===== config.mk =====
export PLATFORM = sky130hd
export DESIGN_NAME = traffic_light_ctrl
export DESIGN_NICKNAME = d
export VERILOG_FILES = /design/src/rtl/traffic_light_ctrl.sv
export SDC_FILE = /design/constraint.sdc
export NUM_CORES = 1
export LEC_CHECK = 0
export CAP_MARGIN = 20
export CORE_MARGIN = 3
export CORE_UTILIZATION = 54
export DETAILED_ROUTE_END_ITERATION = 8
export PLACE_DENSITY_LB_ADDON = 0.3
export SLEW_MARGIN = 0
export SYNTH_ARGS = -nofsm -noshare
export SYNTH_HDL_FRONTEND = slang
export SYNTH_SLANG_ARGS = --single-unit
export TNS_END_PERCENT = 5

===== constraint.sdc =====
create_clock -name clk -period 3 [get_ports clk]
set_input_delay 0.45 -clock clk [delete_from_list [all_inputs] [get_ports clk]]
set_output_delay 0.45 -clock clk [all_outputs]
set_load 0.005 [all_outputs]

===== src/rtl/traffic_light_ctrl.sv =====
// Self-timed pedestrian-crossing controller.
// Phases are sequenced by an internal tick prescaler and a per-phase timer.
// The lamp bank is decoded from the next state and registered with the phase,
// so the lamps and phase always change on the same clock edge.
module traffic_light_ctrl #(
  parameter int unsigned TICK_DIV = 1,  // clock cycles per phase tick (>= 1)
  parameter int unsigned T_GREEN  = 6,  // minimum car-green ticks before serving a request
  parameter int unsigned T_YELLOW = 1,  // car-yellow ticks
  parameter int unsigned T_WALK   = 4,  // pedestrian-green ticks
  parameter int unsigned T_FLASH  = 5,  // blinking pedestrian-clearance ticks
  parameter int unsigned T_CLEAR  = 1   // all-red ticks before car green
) (
  input  logic       clk,
  input  logic       rst_n,
  input  logic       ped_req,
  input  logic       night_mode,
  output logic [4:0] luzes,
  output logic [2:0] phase,
  output logic       ped_wait
);

  // Largest phase duration sets the timer width; one spare bit guarantees no wrap.
  localparam int unsigned TMaxA  = (T_GREEN > T_YELLOW) ? T_GREEN : T_YELLOW;
  localparam int unsigned TMaxB  = (T_WALK > T_FLASH) ? T_WALK : T_FLASH;
  localparam int unsigned TMaxC  = (TMaxA > TMaxB) ? TMaxA : TMaxB;
  localparam int unsigned TMax   = (TMaxC > T_CLEAR) ? TMaxC : T_CLEAR;
  localparam int unsigned TimerW = $clog2(TMax) + 1;
  localparam int unsigned PreW   = (TICK_DIV > 1) ? $clog2(TICK_DIV) : 1;

  localparam logic [TimerW-1:0] TGreen  = TimerW'(T_GREEN);
  localparam logic [TimerW-1:0] TYellow = TimerW'(T_YELLOW);
  localparam logic [TimerW-1:0] TWalk   = TimerW'(T_WALK);
  localparam logic [TimerW-1:0] TFlash  = TimerW'(T_FLASH);
  localparam logic [TimerW-1:0] TClear  = TimerW'(T_CLEAR);
  localparam logic [PreW-1:0]   PreLast = PreW'(TICK_DIV - 1);

  // Lamp bit order: car green, car yellow, car red, ped green, ped red.
  localparam logic [4:0] LampGreen  = 5'b10001;
  localparam logic [4:0] LampYellow = 5'b01001;
  localparam logic [4:0] LampWalk   = 5'b00110;
  localparam logic [4:0] LampFlashA = 5'b00100;
  localparam logic [4:0] LampAllRed = 5'b00101;
  localparam logic [4:0] LampNight  = 5'b01000;
  localparam logic [4:0] LampDark   = 5'b00000;

  typedef enum logic [2:0] {
    StGreen  = 3'd0,
    StYellow = 3'd1,
    StWalk   = 3'd2,
    StFlash  = 3'd3,
    StClear  = 3'd4,
    StNight  = 3'd5
  } phase_e;

  phase_e            phase_q, phase_d;
  logic [TimerW-1:0] timer_q, timer_d;
  logic [PreW-1:0]   pre_q, pre_d;
  logic              blink_q, blink_d;
  logic              ped_wait_q, ped_wait_d;
  logic [4:0]        luzes_q, luzes_d;

  logic              tick;
  logic [TimerW-1:0] timer_inc;
  logic              req_window;

  // Prescaler: tick fires in the cycle where the counter is about to wrap.
  always_comb begin
    tick  = (pre_q == PreLast);
    pre_d = tick ? '0 : pre_q + PreW'(1);
  end

  // Phase sequencing: transitions and timer advance happen only on a tick.
  always_comb begin
    phase_d   = phase_q;
    timer_d   = timer_q;
    timer_inc = timer_q + TimerW'(1);
    if (tick) begin
      unique case (phase_q)
        StGreen: begin
          if (night_mode) begin
            phase_d = StNight;
          end else if (timer_inc >= TGreen) begin
            // Saturate so an unserved green can wait indefinitely without wrapping.
            timer_d = TGreen;
            if (ped_wait_q) phase_d = StYellow;
          end else begin
            timer_d = timer_inc;
          end
        end
        StYellow: begin
          timer_d = timer_inc;
          if (timer_inc == TYellow) phase_d = StWalk;
        end
        StWalk: begin
          timer_d = timer_inc;
          if (timer_inc == TWalk) phase_d = StFlash;
        end
        StFlash: begin
          timer_d = timer_inc;
          if (timer_inc == TFlash) phase_d = StClear;
        end
        StClear: begin
          timer_d = timer_inc;
          if (night_mode) begin
            phase_d = StNight;
          end else if (timer_inc == TClear) begin
            phase_d = StGreen;
          end
        end
        StNight: begin
          // Night duration is open-ended, so the timer is held rather than counted.
          timer_d = '0;
          if (!night_mode) phase_d = StClear;
        end
        default: phase_d = StGreen;
      endcase
    end
    if (phase_d != phase_q) timer_d = '0;
  end

  // Night blink: starts lit on entry, toggles per tick, parked low outside night.
  always_comb begin
    blink_d = blink_q;
    if (phase_d == StNight) begin
      if (phase_q != StNight) begin
        blink_d = 1'b1;
      end else if (tick) begin
        blink_d = ~blink_q;
      end
    end else begin
      blink_d = 1'b0;
    end
  end

  // Pedestrian latch: accept presses only while cars may still be stopped for them.
  always_comb begin
    req_window = (phase_q == StGreen) || (phase_q == StYellow) || (phase_q == StClear);
    ped_wait_d = ped_wait_q;
    if (ped_req && !night_mode && req_window) ped_wait_d = 1'b1;
    // Entering walk serves the request; this wins over a same-cycle press.
    if ((phase_d == StWalk) && (phase_q != StWalk)) ped_wait_d = 1'b0;
  end

  // Lamp decode from next state so lamps register alongside the phase.
  always_comb begin
    luzes_d = LampGreen;
    unique case (phase_d)
      StGreen:  luzes_d = LampGreen;
      StYellow: luzes_d = LampYellow;
      StWalk:   luzes_d = LampWalk;
      StFlash:  luzes_d = timer_d[0] ? LampAllRed : LampFlashA;
      StClear:  luzes_d = LampAllRed;
      StNight:  luzes_d = blink_d ? LampNight : LampDark;
      default:  luzes_d = LampGreen;
    endcase
  end

  // State registers with asynchronous active-low reset.
  always_ff @(posedge clk or negedge rst_n) begin
    if (!rst_n) begin
      phase_q    <= StGreen;
      timer_q    <= '0;
      pre_q      <= '0;
      blink_q    <= 1'b0;
      ped_wait_q <= 1'b0;
      luzes_q    <= LampGreen;
    end else begin
      phase_q    <= phase_d;
      timer_q    <= timer_d;
      pre_q      <= pre_d;
      blink_q    <= blink_d;
      ped_wait_q <= ped_wait_d;
      luzes_q    <= luzes_d;
    end
  end

  assign luzes    = luzes_q;
  assign phase    = phase_q;
  assign ped_wait = ped_wait_q;

endmodule


== Word-level counts from Yosys, hierarchy flattened ==
Index checks and enable logic that the tools add are counted.

* Bits in registers: 15
* Logic and storage cells: 65
* Input bits: 4

* Reductions and logical operators: 11
* Multiplexer cells: 25
* Equality and inequality tests: 18
* $add $sub $neg: 2
* Bitwise logic cells: 1
* Order comparisons: 1

{| class="wikitable"
|+ Operator list
! cell !! count
|-
| 2-to-1 mux 3 bit || 10
|-
| one-hot mux 5 bit (5 select lines) || 1
|-
| 2-to-1 mux 4 bit || 5
|-
| one-hot mux 3 bit (6 select lines) || 1
|-
| equality test 3 x 2 -> 1 bit, second input constant || 4
|-
| equality test 3 bit, second input constant || 4
|-
| one-hot mux 4 bit (3 select lines) || 1
|-
| equality test 4 x 3 -> 1 bit, second input constant || 2
|-
| 2-to-1 mux 1 bit || 7
|-
| equality test 3 x 1 -> 1 bit, second input constant || 2
|-
| inequality test 3 bit, second input constant || 2
|-
| adder 4 x 1 -> 4 bit, second input constant || 1
|-
| equality test 4 x 1 -> 1 bit, second input constant || 1
|-
| >= comparator 4 x 3 -> 1 bit, second input constant || 1
|-
| nonzero test 4 bit || 1
|-
| OR reduction 4 bit || 1
|-
| logical AND 1 bit || 3
|-
| logical NOT 3 bit || 1
|-
| inequality test 3 x 2 -> 1 bit, second input constant || 1
|-
| inequality test 3 bit || 1
|-
| AND reduction 3 bit || 1
|-
| logical OR 1 bit || 2
|-
| inequality test 2 x 1 -> 1 bit, second input constant || 1
|-
| nonzero test 2 bit || 1
|-
| other kinds (3) || 3
|}

== Depth between registers and ports, before layout ==
Gate-level depths: netlist of the first run.

* Word-level depth: 10
* Gate-level depth with buffers: 8
* Depth with buffers taken out: 8

== Least setup slack after synthesis of the first run ==
No wires, ideal clock.

* Kind: register -> register
* Start point: reg timer_q[0]
* End point: reg blink_q
* Period minus slack after synthesis: 2.097 ns
* Setup slack: 0.903 ns
* Library setup time: 0.120 ns
* Cell stages (with the launch flop): 7
* Arrival: 1.976 ns
* Cells stage by stage: dfrtp_1 -> ha_1 -> buf_4 -> nor4b_1 -> nor2_1 -> o32a_2 -> and4_1

* Cells in the longest elaborated chain, start to end: 8

{| class="wikitable"
|+ RTL lines
! what !! RTL line !! source
|-
| start: declaration || 56 || <nowiki>logic [TimerW-1:0] timer_q, timer_d;</nowiki>
|-
| start signal: assignment || 169 || <nowiki>timer_q <= timer_d;</nowiki>
|-
| adder 4 x 1 -> 4 bit (*) || 76 || <nowiki>timer_inc = timer_q + TimerW'(1);</nowiki>
|-
| >= comparator 4 x 3 -> 1 bit / equality test 4 x 1 -> 1 bit (equally long branches) || 82, 92, 106 ||
|-
| 2-to-1 mux 3 bit, on equally long branches || 82, 106 ||
|-
| 2-to-1 mux 3 bit, on equally long branches || 80, 104 ||
|-
| one-hot mux 3 bit (6 select lines) (*) || 78 || <nowiki>unique case (phase_q)</nowiki>
|-
| 2-to-1 mux 3 bit (*) || 77 || <nowiki>if (tick) begin</nowiki>
|-
| equality test 3 bit (*) || 124 || <nowiki>if (phase_d == StNight) begin</nowiki>
|-
| 2-to-1 mux 1 bit (*) || 124 ||
|-
| via blink_d || 58 || <nowiki>logic blink_q, blink_d;</nowiki>
|-
| end signal: assignment || 171 || <nowiki>blink_q <= blink_d;</nowiki>
|-
| end: declaration || 58 ||
|}

Mark *: on every way through the listed nets, which the timed path passes. The rest lies on a longest branch.
A chain may end at the register's enable or synchronous reset.

== Worst setup path in the final report of the first run ==
* Start point: reg timer_q[0]
* End point: reg blink_q

* Cells in the longest elaborated chain, start to end: 8

{| class="wikitable"
|+ RTL lines
! what !! RTL line !! source
|-
| adder 4 x 1 -> 4 bit (*) || 76 ||
|-
| >= comparator 4 x 3 -> 1 bit / equality test 4 x 1 -> 1 bit (equally long branches) || 82, 92, 106 ||
|-
| 2-to-1 mux 3 bit, on equally long branches || 82, 106 ||
|-
| 2-to-1 mux 3 bit, on equally long branches || 80, 104 ||
|-
| one-hot mux 3 bit (6 select lines) (*) || 78 ||
|-
| 2-to-1 mux 3 bit (*) || 77 ||
|-
| via phase_d[2] || 55 || <nowiki>phase_e phase_q, phase_d;</nowiki>
|-
| equality test 3 bit (*) || 124 ||
|-
| 2-to-1 mux 1 bit (*) || 124 ||
|-
| via blink_d || 58 ||
|}

Marked as above.

==> reports/qor.csv, run 1 <==
metric;value;unit
outcome;completed;
Final setup violation count;0;
dominant synthesized flop cell;dfrtp_1;
Pleak;0.4818;nW
FP Rows;15;
clock latency on the worst-skew pair;300;ps
CTS tree;yes;
delay-heaviest family, CP;simple AND/OR/NAND/NOR gates;
crit path DAT;2650;ps
Root Driver;clkbuf_4;
post-CTS setup buffers;0;
die height;49.24;um
Layout area overhead;14.62;%
total die area;2425;um2
antenna-violating nets left;0;
WL per Instance;16.70;um
Max FO, Critical Path;10;
TNS Setup;0;ps
pwr dens;1145;nW/um2
Synth top area share;0.2974;
Min Clock Period, post-route;2421;ps
n_diodes;0;
clk_skew;11.30;ps
Async S/R FF share, synth;1.000;
clock group share of total power;0.108;
Cell variety after synth;48;
Detailed Routing Iterations Pass 1;4;
sequential power share;0.300;
top post-synthesis cells by count;dfrtp_1, nor2_1, nand2_1, inv_1, a21oi_1;
final hold vios;0;
worst path bufs/invs;1;
share of cells above drive strength 1;0.1508;
# resized after CTS;0;
CP cell instances;ha_1 -> or3b_2 -> o41a_1 -> o31ai_1 -> o211ai_1 -> inv_2 -> and4_1;
gp weighted congestion;0.9329;
Clk pin slew, worst setup/hold paths;100;ps
port buffer count;12;
max_cap viols;0;
Mapped Avg Cell Area;8.630;um2
Fmax;413.0;MHz
vias per cell;6.391;
vias;965;
placed insts;147;
share of power burned in combinational logic;0.591;
number of flops mapped to enable cells by yosys;0;
Non-Filler Instances;151;
Area contributors post-synth;dfrtp_1, dfstp_2, nor2_1;
clk buf depth;2;
Final Cell Area;1157;um2
Die Width;49.24;um
WS Path Type;reg2reg;
final wirelength;2521;um
first-pass GRT wire length;4353;um
gr usage total;0.2305;
initial core utilization;0.5785;
Synth Register Bits;14;
RSZ-0062 raised after global routing;false;
post-synthesis cell count;117;
H-tree depth;1;
Worst Path Required;3230;ps
Slew Limit Fails;0;
Area after DPL;1121;um2
initial drt markers;49;
total clock sinks;14;
Syn Nets;124;
sequential area share after synthesis;0.3494;
worst hold path type;in2async;
Post-CTS Hold Buffers;0;
Worst IR Drop VDD;0.0007330;V
DP Wirelength;1871;um
worst slew pin tran;658.2;ps
Internal;0.7204;mW
largest net degree at the start of global routing;15;
DRC viols;0;
fin crit share;0.8070;
sw power;0.6053;mW
Worst Setup End Kind;flop;
CP max-delay cell;or3b_2;
sw frac;0.4566;
vias in the first global route;893;
Core ar.;1745;um2
initial antenna violation count;0;
cell area after synthesis;1010;um2
Warnings, synthesis;0;
Startpoint Class;flop;
cell taking the most area after synthesis;dfrtp_1;
Layout Nets;134;
GRT Residual Overflow;0;
max_slew headroom;0.5598;
Critical Path Max Stage Delay;520;ps
most frequent cell after synthesis;dfrtp_1;
number of I/O pins;13;
final hold slack;545.2;ps
Inserted Clock Buffers;3;
[worst reg2reg max path, cell delays in order, from the launching register on]
cell and delay, ps:
dfrtp_1 470, ha_1 430, or3b_2 520, o41a_1 190
o31ai_1 280, o211ai_1 180, inv_2 120, and4_1 170
[path summary, 6_finish.rpt]
path                            start          to  slack, ps  cells past startpoint
max in group asynchronous       rst_n    phase[0]       2020                      1
hold reg to reg              ped_wait    ped_wait        640                      2
setup reg to reg           timer_q[0]     blink_q        580                      7
hold / removal                  rst_n  timer_q[3]        550                      1
min in group clk             ped_wait    ped_wait        640                      2
setup / recovery           timer_q[0]     blink_q        580                      7
[per-layer routing]
layer  global-route usage  routed length (um)  vias to the layer above
li1                     -                   -                      452
met1               0.3282                1155                      457
met2               0.3504                1151                       52
met3              0.05810                 188                        4
met4              0.04739                  25                        0
met5                    0                   0                        -
[cells by family after synthesis]
kind of cell             Yosys count  synth area share
XOR/XNOR                           3           0.02603
AND/OR/NAND/NOR                   49            0.2652
multiplexers                       1           0.02230
AO/OA/AOI/OAI                     30            0.2231
buffers and inverters             17           0.07682
flip-flops                        14            0.3494
adder cells (fa/ha/maj)            3           0.03718
[final cells by class]
cell class / instances / area (um2)
repair buffers: 12 / 120.1
multi-input cells: 86 / 579.3
well taps: 25 / 31.28
clock buffers: 4 / 36.28
flip-flops and latches: 14 / 352.8
fillers: 146 / 588.1
inverters: 10 / 37.54
[power groups by stage]
stage          logic, mW  registers [mW]  clock network (mW)
2_1_floorplan      0.597           0.336                   0
3_3_place_gp       0.748           0.394                   0
3_5_place_dp       0.771           0.397                   0
4_1_cts            0.777           0.395               0.141
5_1_grt            0.870           0.412               0.153
6_report           0.784           0.398               0.144
[sequential cells by signal, indices dropped and copies added, names as in the netlist]
register and flops:
phase 3, blink_q 1, ped_wait 1, luzes 5, timer_q 4
[metrics by stage]
| stage | power, mW | utilization | worst slack, ps |
|---|---|---|---|
| after global routing | 1.434 | 0.6631 | 455.3 |
| after floorplan | 0.9330 | - | 903.3 |
| after global placement | 1.142 | 0.6423 | 735.5 |
| after CTS | 1.313 | 0.6631 | 659.8 |
| after detailed placement | 1.168 | 0.6423 | 699.9 |
| final | 1.326 | 0.6631 | 578.9 |
[cell usage in the layout (no fill, tap or decap), types with 2 or more instances in the layout]
cell / count
nand3_1: 4
dfrtp_1: 12
nand4_1: 2
a31oi_1: 2
o21ai_0: 3
o211ai_1: 2
or2_2: 2
clkbuf_4: 3
dfstp_2: 2
inv_1: 8
nand3b_1: 2
and2_1: 2
ha_1: 3
nand2_1: 9
xor2_1: 2
nor3_1: 4
or4_1: 4
nor4_1: 2
nor2_1: 11
clkdlybuf4s50_1: 12
a32oi_1: 2
or3b_2: 2
a21oi_1: 7
Power figures use the tool's default switching activity.
==> run 2, diff against run 1 <==
--- a/config.mk
+++ b/config.mk
@@ -7,7 +7,7 @@
 export LEC_CHECK = 0
 export CAP_MARGIN = 20
 export CORE_MARGIN = 3
-export CORE_UTILIZATION = 54
+export CORE_UTILIZATION = 48
 export DETAILED_ROUTE_END_ITERATION = 8
 export PLACE_DENSITY_LB_ADDON = 0.3
 export SLEW_MARGIN = 0
==> constraint.sdc (replaced) <==
create_clock -name clk -period 2.06 [get_ports clk]
set_input_delay 0.309 -clock clk [delete_from_list [all_inputs] [get_ports clk]]
set_output_delay 0.309 -clock clk [all_outputs]
set_load 0.005 [all_outputs]
==> run 2 against run 1 <==
The run now ends with negative setup slack left. First-iteration DRC count up 90%. Core utilization up 9.4 points. Die area up 11%. Maximum frequency up 14%. Count of clock-buffer cells in the layout unchanged. Via count up 18%. Power up 80%. Critical endpoint is now timer_q[2]. Largest cell class unchanged.
==> reports/qor.csv, run 2 (synthesis results as in run 1) <==
metric;value;unit;change
Seq. cell area;356.6;um2;+1.1%
pwr dens;1695;nW/um2;+48%
FP Rows;15;;unchanged
GRT Residual Overflow;0;;unchanged
WS Path Type;reg2reg;;
Critical Path Max Stage Delay;580;ps;+60 ps
Max FO, Critical Path;5;;-5
share of cells above drive strength 1;0.3851;;+0.2343
vias per cell;6.566;;+2.8%
clk buf depth;2;;unchanged
WL per Instance;18.72;um;+12%
Min Clock Period, post-route;2128;ps;-293.2 ps
vias;1136;;+18%
pre-CTS setup slack;-68.66;ps;-768.6 ps
Startpoint Class;flop;;
total clock sinks;14;;unchanged
CP max-delay cell;or4_1;;
max_cap viols;0;;unchanged
Layout fillers;128;;-12%
reg2reg start;timer_q[1];;
antenna-violating nets left;0;;unchanged
Pleak;0.5894;nW;+22%
total die area;2690;um2;+11%
DRC viols;0;;unchanged
clock latency on the worst-skew pair;280;ps;-20 ps
vias in the first global route;1013;;+13%
Clk pin slew, worst setup/hold paths;90;ps;about the same
Non-Filler Instances;173;;+15%
area of the multi-input gates;656.9;um2;+13%
initial core utilization;0.5434;;-0.03506
worst slew pin tran;632.1;ps;-26.12 ps
max reg flops;5;;unchanged
Layout Nets;156;;+16%
Core ar.;1858;um2;+6.5%
commonest non-fill, non-tap cell in the layout;buf_4;;
Post-CTS Hold Buffers;0;;unchanged
outcome;finished, violations left;;
H-tree depth;1;;unchanged
number of I/O pins;13;;unchanged
max_slew headroom;0.5773;;+0.01747
initial drt markers;93;;+90%
Final setup violation count;4;;+4
Die Width;51.87;um;+5.3%
gr usage total;0.2385;;+0.008000
port buffer count;12;;unchanged
Setup crit start;timer_q[1];;
largest net degree at the start of global routing;15;;unchanged
Detailed Routing Iterations Pass 1;4;;unchanged
first-pass GRT wire length;4781;um;+9.8%
final critical-path setup slack;-67.90;ps;-646.8 ps
clk_skew;6.028;ps;-5.268 ps
Root Driver;clkbuf_4;;
initial antenna violation count;0;;unchanged
n_diodes;0;;unchanged
final wirelength;3239;um;+28%
final hold vios;0;;unchanged
Layout area overhead;39.41;%;
Worst Path Required;2270;ps;-960 ps
violated checks;negative setup slack;;
worst hold path type;in2async;;
commonest non-fill, non-tap cells in the layout;buf_4, clkdlybuf4s50_1, nor2_1, nand2_1, dfrtp_1;;
Inserted Clock Buffers;3;;unchanged
CTS tree;yes;;
die height;51.87;um;+5.3%
Slew Limit Fails;0;;unchanged
placed insts;166;;+13%
total power;2.386;mW;+80%
CP cell instances;buf_4 -> a21boi_2 -> nor4_1 -> or4_1 -> a32o_2 -> nor3_2;;
Worst Setup End Kind;flop;;
RSZ-0062 raised after global routing;true;;
fin crit share;1.033;;+0.2259
DP Wirelength;2076;um;+11%
Fmax;469.9;MHz;+14%
Worst IR Drop VDD;0.001081;V;+47%
gp weighted congestion;0.9006;;-3.5%
crit path DAT;2340;ps;-310 ps
## run 2: critical path: cells and delay by family (launching register included)
family	cells	cell delay, ps
flip-flops	1	470
AO/OA/AOI/OAI	2	570
AND/OR/NAND/NOR	3	870
buffers and inverters	1	150
## run 2: report_power, final
group / switching (mW) / leakage, nW / internal (mW)
registers: 0.166 / 0.171 / 0.414
logic: 0.818 / 0.398 / 0.789
clock network: 0.0914 / 0.0210 / 0.108
total: 1.08 / 0.589 / 1.31
## run 2: path summary, 6_finish.rpt
kind                               to  slack [ps]  cells past startpoint
min in group clk             ped_wait         610                      2
setup / recovery           timer_q[2]         -70                      6
hold reg to reg              ped_wait         610                      2
setup reg to reg           timer_q[2]         -70                      6
hold / removal             timer_q[2]         410                      1
max in group asynchronous  timer_q[3]        1210                      1
## run 2: routing by layer
| layer | global-route usage | vias up | part of all wire |
|---|---|---|---|
| li1 | - | 497 | - |
| met4 | 0.08734 | 0 | 0.016 |
| met3 | 0.03725 | 10 | 0.11 |
| met5 | 0 | - | 0 |
| met1 | 0.3436 | 539 | 0.41 |
| met2 | 0.3577 | 90 | 0.47 |
## run 2: per-stage QoR
step / area, um2 / setup TNS (ps) / hold slack [ps] / utilization
floorplan: 1016 / 0 / 13.41 / -
detailed placement: 1270 / -221.5 / 597.4 / 0.6835
finish: 1408 / -139.6 / 409.5 / 0.7576
global route: 1408 / -724.1 / 447.3 / 0.7576
global placement: 1270 / 0 / 577.3 / 0.6835
CTS: 1345 / 0 / 428.8 / 0.7239
## run 2: timing repair
action | CTS | global route
resized for setup | 12 | 9
gates cloned | 0 | 0
setup buffers | 0 | 3
pin swaps | 4 | 13
endpoints found under the hold margin | 0 | 0
setup endpoints to repair | 8 | 9
## run 2: layout make-up
cell class | count | area share
multi-input cells | 86 | 0.4667
flip-flops and latches | 14 | 0.2533
repair buffers | 34 | 0.2053
inverters | 10 | 0.02667
clock buffers | 4 | 0.02578
well taps | 25 | 0.02222
